--- src/rtl/ctrl_pkg.sv ---
// ctrl_pkg
//    Shared definitions for the 16-bit pipeline control blocks.
//    Contents:
//       IR_W, OP_W        instruction and opcode field widths
//       OP_*              opcode constants, branch prefix
//       IR_NOP            NOP instruction encoding
//       wb_state_t        writeback load FSM states
//       writes_reg(ir)    1 when the instruction writes the register file
package ctrl_pkg;

   localparam int IR_W = 16;
   localparam int OP_W = 5;

   localparam logic [OP_W-1:0] OP_NOP    = 5'b00000;
   localparam logic [OP_W-1:0] OP_LDR    = 5'b01101;
   localparam logic [OP_W-1:0] OP_STR    = 5'b01110;
   // Every opcode starting with 2'b11 is a branch.
   localparam logic [1:0]      OP_BR_PFX = 2'b11;

   localparam logic [IR_W-1:0] IR_NOP = '0;

   typedef enum logic [1:0] {
      RUN,
      WAIT,
      DONE
   } wb_state_t;

   function automatic logic writes_reg(input logic [IR_W-1:0] ir);
      logic [OP_W-1:0] op;
      op = ir[IR_W-1 -: OP_W];
      return (op != OP_NOP) && (op != OP_STR) && (op[OP_W-1 -: 2] != OP_BR_PFX);
   endfunction

endpackage

--- src/rtl/wb_ld_timer.sv ---
// wb_ld_timer
//    Stall-cycle counter for an outstanding load in writeback.
//    Ports:
//       clk        clock, rising edge
//       rst        asynchronous, active-low reset (count cleared to 0)
//       i_load     set count to 1 (first stall cycle)
//       i_inc      increment count, saturating at LD_TIMEOUT
//       o_expired  count has reached LD_TIMEOUT
module wb_ld_timer #(
   parameter int LD_TIMEOUT = 16
) (
   input  logic clk,
   input  logic rst,
   input  logic i_load,
   input  logic i_inc,
   output logic o_expired
);

   localparam int CNT_W = $clog2(LD_TIMEOUT + 1);
   localparam logic [CNT_W-1:0] CNT_MAX = CNT_W'(LD_TIMEOUT);
   localparam logic [CNT_W-1:0] CNT_ONE = CNT_W'(1);

   logic [CNT_W-1:0] cnt_q;
   logic [CNT_W-1:0] cnt_d;

   always_comb begin
      cnt_d = cnt_q;
      if (i_load) begin
         cnt_d = CNT_ONE;
      end else if (i_inc && (cnt_q != CNT_MAX)) begin
         // Saturate rather than wrap, so a stray increment can never
         // make an expired count look fresh again.
         cnt_d = cnt_q + CNT_ONE;
      end
   end

   always_ff @(posedge clk or negedge rst) begin
      if (!rst) begin
         cnt_q <= '0;
      end else begin
         cnt_q <= cnt_d;
      end
   end

   assign o_expired = (cnt_q == CNT_MAX);

endmodule

--- src/rtl/ctrl_wb_ld.sv ---
// ctrl_wb_ld
//    Writeback-stage controller: owns the MEM->WB pipeline register,
//    selects ALU or load data for the register-file write port and
//    stalls the pipeline while an LDR waits for late load data.
//    Ports:
//       clk, rst               clock; asynchronous active-low reset
//       i_ir_mem, i_alu_mem    instruction / ALU result leaving MEM
//       i_stall, i_flush       hold WB register / capture NOP instead
//       i_ld_valid, i_ld_data  load response (single-cycle valid)
//       o_ir_wb                instruction currently in WB
//       o_rd_sel               WB holds an LDR (load data path)
//       o_rf_we/waddr/wdata    register-file write port
//       o_stall_req            WB requests a global stall
//       o_ld_err               one-cycle pulse: load timed out, write dropped
module ctrl_wb_ld
   import ctrl_pkg::*;
#(
   parameter int DATA_W     = 16,
   parameter int REG_ADDR_W = 3,
   parameter int LD_TIMEOUT = 16
) (
   input  logic                  clk,
   input  logic                  rst,
   input  logic [IR_W-1:0]       i_ir_mem,
   input  logic [DATA_W-1:0]     i_alu_mem,
   input  logic                  i_stall,
   input  logic                  i_flush,
   input  logic                  i_ld_valid,
   input  logic [DATA_W-1:0]     i_ld_data,
   output logic [IR_W-1:0]       o_ir_wb,
   output logic                  o_rd_sel,
   output logic                  o_rf_we,
   output logic [REG_ADDR_W-1:0] o_rf_waddr,
   output logic [DATA_W-1:0]     o_rf_wdata,
   output logic                  o_stall_req,
   output logic                  o_ld_err
);

   wb_state_t         state_q, state_d;
   logic [IR_W-1:0]   ir_wb_q, ir_wb_d;
   logic [DATA_W-1:0] alu_wb_q, alu_wb_d;

   logic is_ldr;
   logic tmr_load;
   logic tmr_inc;
   logic tmr_expired;
   logic wb_load;

   assign is_ldr = (ir_wb_q[IR_W-1 -: OP_W] == OP_LDR);

   wb_ld_timer #(
      .LD_TIMEOUT (LD_TIMEOUT)
   ) u_timer (
      .clk       (clk),
      .rst       (rst),
      .i_load    (tmr_load),
      .i_inc     (tmr_inc),
      .o_expired (tmr_expired)
   );

   always_comb begin
      state_d     = state_q;
      o_rf_we     = 1'b0;
      o_rf_wdata  = alu_wb_q;
      o_stall_req = 1'b0;
      o_ld_err    = 1'b0;
      tmr_load    = 1'b0;
      tmr_inc     = 1'b0;

      case (state_q)
         RUN: begin
            if (!is_ldr) begin
               o_rf_we = writes_reg(ir_wb_q);
            end else if (i_ld_valid) begin
               o_rf_we    = 1'b1;
               o_rf_wdata = i_ld_data;
               // If the LDR stays parked by i_stall, DONE keeps it from
               // issuing a second load wait next cycle.
               state_d    = i_stall ? DONE : RUN;
            end else begin
               o_stall_req = 1'b1;
               tmr_load    = 1'b1;
               state_d     = WAIT;
            end
         end
         WAIT: begin
            if (i_ld_valid) begin
               o_rf_we    = 1'b1;
               o_rf_wdata = i_ld_data;
               state_d    = i_stall ? DONE : RUN;
            end else if (tmr_expired) begin
               o_ld_err = 1'b1;
               state_d  = i_stall ? DONE : RUN;
            end else begin
               o_stall_req = 1'b1;
               tmr_inc     = 1'b1;
            end
         end
         DONE: begin
            // Late load responses are ignored here; wait for the hold to drop.
            if (!i_stall) begin
               state_d = RUN;
            end
         end
         default: begin
            state_d = RUN;
         end
      endcase

      // The WB register advances only when no one is holding the pipe.
      wb_load  = !i_stall && !o_stall_req;
      ir_wb_d  = ir_wb_q;
      alu_wb_d = alu_wb_q;
      if (wb_load) begin
         ir_wb_d  = i_flush ? IR_NOP : i_ir_mem;
         alu_wb_d = i_flush ? '0 : i_alu_mem;
      end
   end

   always_ff @(posedge clk or negedge rst) begin
      if (!rst) begin
         state_q  <= RUN;
         ir_wb_q  <= IR_NOP;
         alu_wb_q <= '0;
      end else begin
         state_q  <= state_d;
         ir_wb_q  <= ir_wb_d;
         alu_wb_q <= alu_wb_d;
      end
   end

   assign o_ir_wb    = ir_wb_q;
   assign o_rd_sel   = is_ldr;
   assign o_rf_waddr = ir_wb_q[10 -: REG_ADDR_W];

endmodule

--- config.mk ---
export PLATFORM = sky130hd
export DESIGN_NAME = ctrl_wb_ld
export DESIGN_NICKNAME = d
export VERILOG_FILES = /design/src/rtl/ctrl_pkg.sv /design/src/rtl/wb_ld_timer.sv /design/src/rtl/ctrl_wb_ld.sv
export SDC_FILE = /design/constraint.sdc
export NUM_CORES = 1
export LEC_CHECK = 0
export CORE_MARGIN = 3
export CORE_UTILIZATION = 41
export CTS_CLUSTER_SIZE = 25
export DETAILED_ROUTE_END_ITERATION = 16
export PLACE_DENSITY = 0.8
export SLEW_MARGIN = 20
export SYNTH_ARGS = -nofsm -noshare
export SYNTH_HDL_FRONTEND = slang
export SYNTH_SLANG_ARGS = --single-unit
export TNS_END_PERCENT = 1
--- constraint.sdc ---
create_clock -name clk -period 2.7 [get_ports clk]
set_input_delay 0.81 -clock clk [delete_from_list [all_inputs] [get_ports clk]]
set_output_delay 0.81 -clock clk [all_outputs]
set_load 0.03 [all_outputs]
**Word-level counts from Yosys, hierarchy flattened**

Index checks and enable logic that the tools add are counted.

- $add $sub $neg: 1
- Equal/unequal tests: 10
- Multiplexer cells: 27
- Reduce and logical (&&, ||, !) cells: 10

Operators by type and width:

| operator | number |
|---|---|
| 16-bit 2-to-1 mux | 4 |
| 16-bit one-hot mux with 2 select lines | 1 |
| 2-bit 2-to-1 mux | 6 |
| 1-bit 2-to-1 mux | 11 |
| 5-bit 2-to-1 mux | 2 |
| 2-bit inequality test (second input constant) | 3 |
| 2-bit one-hot mux with 3 select lines | 1 |
| 5-bit by 1-bit adder with 5-bit output (second input constant) | 1 |
| 5-bit by 4-bit equality test with 1-bit output (second input constant) | 1 |
| 5-bit equality test (second input constant) | 1 |
| 5-bit by 4-bit inequality test with 1-bit output (second input constant) | 1 |
| 5-bit inequality test (second input constant) | 1 |
| 5-bit nonzero test | 1 |
| 1-bit logical AND | 4 |
| 1-bit one-hot mux with 2 select lines | 2 |
| 3-bit inequality test (second input constant) | 1 |
| 3-bit AND reduction | 1 |
| 2-bit by 1-bit equality test with 1-bit output (second input constant) | 1 |
| 2-bit equality test (second input constant) | 1 |
| 1-bit logical NOT | 2 |
| 2-bit logical NOT | 1 |
| 2-bit nonzero test | 1 |

- Register bits after elaboration: 39
- Output and inout bits: 39

**Depth between registers and ports, before layout**

- Depth after elaboration: 7
- Depth in mapped cells: 8

**Cells and area by module**

From an unflattened synthesis, not the netlist that was laid out.

- Cells, all modules: 217
- Area total of the unflattened synthesis: 2172.1 um2

Modules (own cells, without submodules):

| module | times used | cells each | area an instance (um2) | seq. area each (um2) |
|---|---|---|---|---|
| ctrl_wb_ld | 1 | 190 | 1893.1 | 850.8 |
| wb_ld_timer | 1 | 27 | 279.0 | 125.1 |

**Least setup slack after synthesis**

No wires, ideal clock.

- Path type: reg-to-output
- Start point: register ir_wb_q[14] (netlist: o_ir_wb[14])
- End point: output port o_rf_wdata[10]
- Data arrival time: 2.082 ns
- Setup slack: -0.192 ns
- Cell stages (with the launch flop): 7
- Path buffers: 2
- Cell sequence: dfrtp_1 > and2_1 > and3_1 > o211a_1 > buf_2 > buf_4 > mux2_1

- Cells in the longest elaborated chain, start to end: 3

RTL lines:

| item | RTL line | RTL |
|---|---|---|
| start, declared | ctrl_wb_ld.sv:40 | `logic [IR_W-1:0] ir_wb_q, ir_wb_d;` |
| start signal, assigned | ctrl_wb_ld.sv:127 | `ir_wb_q <= ir_wb_d;` |
| 5-bit by 4-bit equality test with 1-bit output | ctrl_wb_ld.sv:49 | `assign is_ldr = (ir_wb_q[IR_W-1 -: OP_W] == OP_LDR);` |
| net o_rd_sel | ctrl_wb_ld.sv:31 | `output logic o_rd_sel,` |
| 16-bit 2-to-1 mux | ctrl_wb_ld.sv:72 | `if (!is_ldr) begin` |
| 16-bit one-hot mux with 2 select lines | ctrl_wb_ld.sv:70 | `case (state_q)` |
| end, declared | ctrl_wb_ld.sv:34 | `output logic [DATA_W-1:0] o_rf_wdata,` |

The timed path passes the listed nets, and every way through them passes these cells.

**Worst setup path after layout**

- Start point: register ir_wb_q[14] (netlist: o_ir_wb[14])
- End point: output port o_rf_wdata[4]

- Cells in the longest elaborated chain, start to end: 3

RTL lines:

| item | RTL line |
|---|---|
| 5-bit by 4-bit equality test with 1-bit output | ctrl_wb_ld.sv:49 |
| 16-bit 2-to-1 mux | ctrl_wb_ld.sv:72 |
| 16-bit one-hot mux with 2 select lines | ctrl_wb_ld.sv:70 |

No other way between the ends.

==> impl_metrics.tcl <==
set metrics [dict create \
    vias_per_cell 5.61 \
    violations "setup timing" \
    track_usage_pct 20.0 \
    period_minus_slack_ns 2.74 \
    cts_num_sinks 39 \
    setup_slack_ns -0.0379 \
    n_fill_cell 326 \
    wl_per_cell_um 17.6 \
    cp.arrival_ns 1.93 \
    io_pins 92 \
    first_pass_iters 4 \
    grt_pass1_vias 1705 \
    dpl_worst_slack_ns -0.713 \
    hold_class "reg -> reg" \
    rsz0062_at_grt "true" \
    drive_gt1_share_pct 30.7 \
    hold_depth 1 \
    final-hold-violation-count 0 \
    place_area_um2 2950 \
    synth_edf_count 0 \
    outcome "complete, but fails checks" \
    cts-hold-fix-buffers 0 \
    setup_viol 16 \
    postSynthAreaPerCell_um2 12.6 \
    clk_path_buf_depth 2 \
    yosys-top-cells-area "dfrtp_1, a32o_1, mux2_1" \
    setup_tns_ns -0.334 \
    drt_iter0_markers 41 \
    timing.hold.ws_ns 0.491 \
    synth_cells 154 \
    yosys_most_used_dff "dfrtp_1" \
    grt_max_degree 32 \
    fin_nets 309 \
    ant_nets 0 \
    ys_seq_area_share_pct 50.5 \
    cts.clk_slew.worst_paths_ns 0.08 \
    p_leak_nw 1.37 \
    ys_warn_count 0 \
    min_from "alu_wb_q[6]$_DFFE_PN0P_" \
    end_kind "output port" \
    cts_max_level 2 \
    powerDensity_nw_per_um2 486 \
    final_util_pct 70.7 \
    grt.overflow.total 0 \
    synth_top_area_share_pct 50.5 \
    clockRootBuffer "clkbuf_8" \
    cts_tree "built" \
    wirelength_mm 5.40 \
    synth_seq_cells 39 \
    synth_cell_types 38 \
    cp_max_fo 7 \
    initial_core_util_pct 43.5 \
    synth.top_cells.by_count "dfrtp_1, a32o_1, mux2_1" \
    dp.cells 298 \
    instances_no_fill 306 \
    timing.rr.end "alu_wb_q[7]$_DFFE_PN0P_" \
    hpwl_mm 3.69 \
    async_reset_ff_share_pct 100 \
    start_kind "flip-flop" \
    fin_worst_skew_ns 0.00448 \
    max_freq_mhz 365 \
    synth_area_um2 1930 \
    grt_pass1_wl_mm 8.34 \
    post-synth-top-count-cell "dfrtp_1" \
    worst-setup-path-type "reg -> out" \
    yosys.area.top_type "dfrtp_1" \
    cts_made_buffers 5 \
    reg2reg_slack_ns 0.62 \
    gp_congestion 0.780 \
    die_x_um 74.7 \
    worst_slew_pin_slew_ns 0.718 \
    rr_worst_depth 7 \
    routed-via-count 1718 \
    portBuffers 91 \
    syn_to_final_growth_pct 62.5 \
    critPathRequiredTime_ns 1.89 \
    antenna_found_initial 0 \
    clock_latency_ns 0.29 \
    antennaDiodeCount 0 \
    min_period_over_period_pct 101 \
    die_area_um2 5570 \
    rows 24 \
    fin_area_um2 3140 \
    p_total_mw 1.53 \
    die_h_um 74.7 \
    drc 0 \
    crit_end "o_rf_wdata[4]" \
    ir_worst_vdd_v 0.000354 \
    drv_slew 0 \
    cp-startpoint "o_ir_wb[14]$_DFFE_PN0P_" \
    drv_cap 0 \
    slew_headroom_pct 52.1 \
    synth_fp_nets 209 \
    core-area_um2 4440 \
    rr_startpoint "u_timer.cnt_q[0]$_DFFE_PN0P_" \
]
-- placed cells by master (no fill, tap or decap), types with 3 or more instances in the layout --
cell	count
buf_4	19
a32o_1	29
a21oi_1	3
nor2_2	3
clkdlybuf4s50_1	70
clkbuf_8	6
nor2_1	5
nand2b_1	3
inv_1	4
mux2_4	8
buf_6	16
xor2_1	3
mux2_2	8
dfrtp_1	37
-- area by class of cell --
class / instances / area, um^2 / area share [%]
clock buffers: 6 / 82.6 / 2.63
clock inverters: 1 / 5.00 / 0.159
inverters: 5 / 18.8 / 0.598
multi-input cells: 93 / 885 / 28.2
flip-flops and latches: 39 / 978 / 31.2
well taps: 52 / 65.1 / 2.07
repair buffers: 110 / 1110 / 35.2
-- report_power, final --
part / switching [mW] / internal [mW]
Combinational: 0.215 / 0.239
Clock: 0.202 / 0.201
Sequential: 0.0351 / 0.635
Total: 0.452 / 1.07
-- how the worst min path moves through the flow --
stage | endpoint | slack, ns
after floorplan | alu_wb_q[11]$_DFFE_PN0P_ | 0.46
after global placement | alu_wb_q[13]$_DFFE_PN0P_ | 0.47
after detailed placement | alu_wb_q[2]$_DFFE_PN0P_ | 0.48
after CTS | o_ir_wb[5]$_DFFE_PN0P_ | 0.50
after global routing | alu_wb_q[15]$_DFFE_PN0P_ | 0.50
final | alu_wb_q[6]$_DFFE_PN0P_ | 0.49
-- registers in the layout, summed over array words and instances, names as in the netlist --
register,count
alu_wb_q,16
o_ir_wb,16
state_q,2
u_timer.cnt_q,5
-- timing repair --
action,CTS,global route
gates resized for setup,119,5
setup endpoints to repair,19,18
setup buffers,1,0
pin swaps,3,3
endpoints found under the hold margin,0,0
gates cloned,1,0
-- logic make-up (layout without fill, tap and decap cells) --
family          count (synthesis)  count (layout)  share of synthesized area [%]
simple gates                   29              29                           10.3
xor+xnor                        4               4                           1.81
flops                          39              39                           50.5
compound gates                 42              42                           19.8
fa+ha+maj                       2               2                           1.29
mux                            16              16                           9.32
buf+inv                        22             122                           6.99
-- critical path, cell delays in order (launching register included) --
cell     delay [ns]
dfrtp_2        0.42
and2_4         0.17
and3_4         0.17
o211a_4        0.29
buf_16         0.15
mux2_4         0.30
buf_6          0.14
-- metal layers --
metal  track usage (%)  up-vias  routed length [um]
met1              25.1      857                2310
met3              5.87        7                 389
met2              32.9       65                2610
met4              7.31        0                  95
met5                 0        -                   0
li1                  -      789                   -
No activity file was read; power rests on OpenSTA's default activity.
